==> src/rtl/div_iter_radix2.sv <==
// rtl/div_iter_radix2.sv - radix-2 restoring divider producing {HI,LO} for DIV/DIVU
// One quotient bit per cycle on magnitudes; signs are restored when the result is loaded.
module div_iter_radix2 #(
   parameter int WIDTH = 32
) (
   input  logic               clk,
   input  logic               rst,
   input  logic               start_i,
   input  logic               cancel_i,
   input  logic               signed_i,
   input  logic [WIDTH-1:0]   dividend_i,
   input  logic [WIDTH-1:0]   divisor_i,
   output logic               busy_o,
   output logic               done_o,
   output logic [2*WIDTH-1:0] result_o,
   output logic               div0_o
);

   localparam int CW = (WIDTH > 1) ? $clog2(WIDTH) : 1;

   typedef enum logic [1:0] {S_IDLE, S_CALC, S_DONE} state_t;

   state_t             state_q;
   logic [CW-1:0]      cnt_q;
   logic [WIDTH-1:0]   dvd_q;
   logic [WIDTH-1:0]   dvsr_q;
   logic [WIDTH-1:0]   rem_q;
   logic               qneg_q;
   logic               rneg_q;
   logic               busy_q;
   logic               done_q;
   logic               div0_q;
   logic [2*WIDTH-1:0] result_q;

   logic               sa;
   logic               sb;
   logic [WIDTH-1:0]   abs_a;
   logic [WIDTH-1:0]   abs_b;
   logic [WIDTH:0]     rem_sh;
   logic [WIDTH:0]     sub;
   logic               qbit;
   logic [WIDTH-1:0]   rem_d;
   logic [WIDTH-1:0]   quot_d;
   logic [WIDTH-1:0]   quot_fix;
   logic [WIDTH-1:0]   rem_fix;

   assign sa    = signed_i & dividend_i[WIDTH-1];
   assign sb    = signed_i & divisor_i[WIDTH-1];
   assign abs_a = sa ? -dividend_i : dividend_i;
   assign abs_b = sb ? -divisor_i : divisor_i;

   // rem_sh < 2*dvsr, so rem_sh - dvsr always fits a signed WIDTH+1 value and its MSB is the borrow.
   always_comb begin
      rem_sh   = {rem_q, dvd_q[WIDTH-1]};
      sub      = rem_sh - {1'b0, dvsr_q};
      qbit     = ~sub[WIDTH];
      rem_d    = qbit ? sub[WIDTH-1:0] : rem_sh[WIDTH-1:0];
      quot_d   = {dvd_q[WIDTH-2:0], qbit};
      quot_fix = qneg_q ? -quot_d : quot_d;
      rem_fix  = rneg_q ? -rem_d : rem_d;
   end

   always_ff @(posedge clk or posedge rst) begin
      if (rst) begin
         state_q  <= S_IDLE;
         cnt_q    <= '0;
         dvd_q    <= '0;
         dvsr_q   <= '0;
         rem_q    <= '0;
         qneg_q   <= 1'b0;
         rneg_q   <= 1'b0;
         busy_q   <= 1'b0;
         done_q   <= 1'b0;
         div0_q   <= 1'b0;
         result_q <= '0;
      end else if (cancel_i) begin
         state_q <= S_IDLE;
         busy_q  <= 1'b0;
         done_q  <= 1'b0;
      end else begin
         case (state_q)
            S_IDLE: begin
               done_q <= 1'b0;
               if (start_i) begin
                  dvd_q  <= abs_a;
                  dvsr_q <= abs_b;
                  rem_q  <= '0;
                  cnt_q  <= '0;
                  qneg_q <= sa ^ sb;
                  rneg_q <= sa;
                  busy_q <= 1'b1;
                  if (divisor_i == '0) begin
                     state_q  <= S_DONE;
                     done_q   <= 1'b1;
                     div0_q   <= 1'b1;
                     result_q <= {dividend_i, {WIDTH{1'b1}}};
                  end else begin
                     state_q <= S_CALC;
                  end
               end
            end
            S_CALC: begin
               rem_q <= rem_d;
               dvd_q <= quot_d;
               cnt_q <= cnt_q + CW'(1);
               if (cnt_q == CW'(WIDTH - 1)) begin
                  state_q  <= S_DONE;
                  done_q   <= 1'b1;
                  div0_q   <= 1'b0;
                  result_q <= {rem_fix, quot_fix};
               end
            end
            S_DONE: begin
               state_q <= S_IDLE;
               busy_q  <= 1'b0;
               done_q  <= 1'b0;
            end
            default: begin
               state_q <= S_IDLE;
               busy_q  <= 1'b0;
               done_q  <= 1'b0;
            end
         endcase
      end
   end

   assign busy_o   = busy_q;
   assign done_o   = done_q;
   assign result_o = result_q;
   assign div0_o   = div0_q;

endmodule
==> config.mk <==
export PLATFORM = sky130hd
export DESIGN_NAME = div_iter_radix2
export DESIGN_NICKNAME = d
export VERILOG_FILES = /design/src/rtl/div_iter_radix2.sv
export SDC_FILE = /design/constraint.sdc
export NUM_CORES = 1
export LEC_CHECK = 0
export ABC_CLOCK_PERIOD_IN_PS = 7500
export CORE_ASPECT_RATIO = 1.1
export CORE_MARGIN = 8
export CORE_UTILIZATION = 45
export DETAILED_ROUTE_END_ITERATION = 10
export GPL_TIMING_DRIVEN = 0
export PLACE_DENSITY = 0.67
export SLEW_MARGIN = 15
export SYNTH_ARGS = -nofsm -noshare
export SYNTH_HDL_FRONTEND = slang
export SYNTH_SLANG_ARGS = --single-unit
export TNS_END_PERCENT = 10
==> constraint.sdc <==
create_clock -name clk -period 7.5 [get_ports clk]
set_input_delay 1.875 -clock clk [delete_from_list [all_inputs] [get_ports clk]]
set_output_delay 1.875 -clock clk [all_outputs]
set_load 0.1 [all_outputs]
==> flow_metrics.tcl <==
set metrics [dict create \
    relSlewSlack_pct 33.1 \
    clk_latency_ns 0.45 \
    routabilityCongestion 0.942 \
    drtPass1Iterations 5 \
    io_buffers 134 \
    wl_per_cell_um 19.8 \
    p_per_area_nw_per_um2 394 \
    path_max_fanout 19 \
    yosysSeqAreaShare_pct 35.1 \
    crit_chain "inv_1 -> ha_1 -> fa_1 -> nand2b_1 -> a211oi_4 -> o22ai_4 -> o31ai_4 -> o41ai_4 -> xnor2_2 -> buf_2 -> buf_2 -> buf_2 -> nand2_1 -> o21ai_0 -> ha_1 -> nand2_1 -> or2_2 -> or4_1 -> or4_1 -> a22oi_1 -> nand2_1 -> and3_1 -> o21ai_0 -> a21oi_1" \
    final-max-slew-violation-count 0 \
    grt_overflow_total 0 \
    outcome "finished clean" \
    worst_path_dominant_cell_family "simple AND/OR/NAND/NOR gates" \
    cts_hold_buf 0 \
    root_buffer "clkbuf_16" \
    placed_cells 2040 \
    drive_above_1_share_pct 4.96 \
    finalCritPeriodShare_pct 92.5 \
    start_util_pct 45.6 \
    wirelength_mm 41.0 \
    vias 11900 \
    hpwl_mm 32.5 \
    synth_seq_cells 172 \
    instances_no_fill 2071 \
    p_comb_share_pct 57.1 \
    intPower_mw 2.70 \
    path_buf_inv 4 \
    drc 0 \
    period_needed_ns 6.94 \
    cp.required_ns 7.82 \
    slowest_stage "or4_1" \
    synth_cell_types 73 \
    dp_slack_ns 0.258 \
    grt_pass1_wl_mm 65.5 \
    diodes 0 \
    grt_max_degree 100 \
    clock_sinks 172 \
    syn_area_um2 12300 \
    final_cell_area_um2 14700 \
    die_w_um 173 \
    clk_path_buf_depth 2 \
    crit_path_start_kind "register" \
    cts_setup_buffers 0 \
    fin_skew_ns 0.0117 \
    io_pins 136 \
    clkSlewWorstSetupHoldPaths_ns 0.07 \
    syn2layout_area_growth_pct 19.9 \
    synth-edff-count 0 \
    power_frac_seq_pct 26.2 \
    hold_violations 0 \
    grt_antenna_before_repair 1 \
    antenna_left 0 \
    fin_ws_ns 0.562 \
    cts_tree "built" \
    fmax_mhz 144 \
    cp-end-kind "register" \
    grt_pass1_vias 12000 \
    arrival_ns 7.26 \
    viasPerCell 5.77 \
    synth_warnings 0 \
    max-cap-violations 0 \
    rsz0062_at_grt "no" \
    core_area_um2 26900 \
    worst_pin_slew_ns 1.00 \
    p_leak_nw 6.14 \
    die_area_um2 32800 \
    place_area_um2 14100 \
    synthCells 1548 \
    swShare_pct 53.4 \
    min_path_type "register to register" \
    vdd_ir_drop_max_mv 0.369 \
    syn-num-nets 1656 \
    p_switching_mw 3.10 \
    setup_violations 0 \
    whs_ns 0.478 \
    post_cts_resize_count 0 \
    final_nets 1809 \
    htreeDepth 4 \
    std_cell_rows 63 \
    die_y_um 189 \
    clockPowerShare_pct 16.8 \
    drt_iter0_drc 897 \
    crit_type "register to register" \
    synthArstFlopShare_pct 100 \
    cts_inserted_buffers 17 \
    max_stage_delay_ns 0.61 \
    syn_avg_cell_area_um2 7.92 \
    grt_usage_pct 25.1 \
    final_core_util_pct 54.7 \
    synthFlopType "dfrtp_1" \
]
-- flip-flops by register name, summed over array words and instances, names as in the netlist --
name      cells
qneg_q        1
div0_o        1
busy_o        1
dvd_q        32
rneg_q        1
rem_q        32
dvsr_q       32
result_o     64
done_o        1
cnt_q         5
state_q       2
-- worst paths after layout --
kind / cells after the start / slack, ns / startpoint / end
setup / recovery: 24 / 0.56 / dvd_q[31] / result_o[54]
hold / removal: 2 / 0.48 / dvsr_q[14] / dvsr_q[14]
setup reg to reg: 24 / 0.56 / dvd_q[31] / result_o[54]
hold reg to reg: 2 / 0.48 / dvsr_q[14] / dvsr_q[14]
max in group asynchronous: 3 / 4.74 / rst / rem_q[24]
min in group asynchronous: 2 / 1.89 / rst / result_o[17]
-- worst reg2reg max path, stage by stage, from the launching register on --
cell      delay, ns
dfrtp_1        0.50
inv_1          0.08
ha_1           0.23
fa_1           0.39
nand2b_1       0.21
a211oi_4       0.34
o22ai_4        0.16
o31ai_4        0.36
o41ai_4        0.19
xnor2_2        0.21
buf_2          0.29
buf_2          0.33
buf_2          0.48
nand2_1        0.10
o21ai_0        0.21
ha_1           0.31
nand2_1        0.08
or2_2          0.28
or4_1          0.46
or4_1          0.61
a22oi_1        0.33
nand2_1        0.11
and3_1         0.19
o21ai_0        0.26
a21oi_1        0.11
-- through the flow --
step | power [mW] | TNS [ns]
floorplan | 3.94 | 0
global placement | 4.78 | -236.24
detailed placement | 4.83 | 0
CTS | 5.80 | 0
global route | 6.12 | 0
finish | 5.80 | 0
-- layout make-up --
type                    instances  area [um^2]
clock buffers                  19          443
multi-input cells            1235         7390
flip-flops and latches        172         4300
well taps                     357          447
plain buffers                  89          374
fillers                      2611        12200
repair buffers                135         1370
inverters                      51          199
clock inverters                13          179
-- power groups by stage --
stage	Combinational [mW]	Clock [mW]	Sequential, mW
finish	3.31	0.971	1.52
global route	3.54	1.02	1.56
CTS	3.31	0.976	1.51
detailed placement	3.30	0	1.53
global placement	3.26	0	1.52
floorplan	1.28	0	2.65
-- cells in the final DEF (no fill, tap or decap), drive strengths merged, types with 4 or more instances in the layout --
cell	instances
inv	58
nand3	15
nand4	16
clkbuf	78
nor4	12
mux2	4
nand2b	19
or2	6
dfrtp	172
o211ai	8
o21bai	4
or3	28
a31oi	29
o22ai	4
or4	17
o21a	5
a21o	10
buf	31
a21oi	160
nor2	149
and3	15
mux2i	22
nor2b	6
clkdlybuf4s50	134
nand3b	6
ha	38
o21ai	180
xor2	77
and2	8
nor3b	4
a22o	7
a22oi	5
a211oi	4
o31ai	26
nor3	29
nand2	215
o41ai	13
xnor2	54
a211o	6
-- cell usage after synthesis, drive strengths merged (3+ instances only) --
library cell / instances / area share (%)
o21bai: 4 / 0.24
a31oi: 29 / 1.5
a22oi: 5 / 0.35
o21ai: 180 / 7.3
a21oi: 160 / 6.6
nor4b: 3 / 0.21
o22ai: 4 / 0.32
o41ai: 13 / 1.2
nand2: 215 / 6.6
nor2b: 6 / 0.31
o31ai: 26 / 1.7
mux2i: 22 / 1.8
and4: 3 / 0.21
or4b: 3 / 0.24
nor2: 149 / 4.6
and3: 15 / 0.77
nor4: 12 / 0.61
inv: 51 / 1.6
dfrtp: 172 / 35
nand2b: 19 / 0.97
nor3: 29 / 1.3
nand4: 16 / 0.82
a211oi: 4 / 0.35
buf: 30 / 1.2
nor3b: 4 / 0.24
clkbuf: 60 / 1.8
nand3b: 6 / 0.37
or3: 28 / 1.4
ha: 38 / 3.9
o21a: 5 / 0.31
or4: 17 / 1.0
a21boi: 3 / 0.18
nand3: 15 / 0.61
a22o: 7 / 0.50
a21o: 10 / 0.61
a211o: 6 / 0.43
and2: 8 / 0.41
xor2: 77 / 5.5
o211ai: 8 / 0.49
xnor2: 54 / 3.9
mux2: 4 / 0.37
or2: 6 / 0.31
-- metal layers --
metal	part of all wire [%]	global-route usage [%]
met5	0	0
met4	4.2	12.9
met3	5.4	3.94
met2	49	43.1
met1	42	30.3
-- kinds of logic after synthesis --
kind of cell,Yosys count,share of synthesized area [%]
compound gates,482,23.5
xor+xnor,131,9.42
fa+ha+maj,39,4.04
buf+inv,141,4.64
flops,172,35.1
mux,26,2.16
simple gates,557,21.2
No activity file was read; power rests on OpenSTA's default activity.
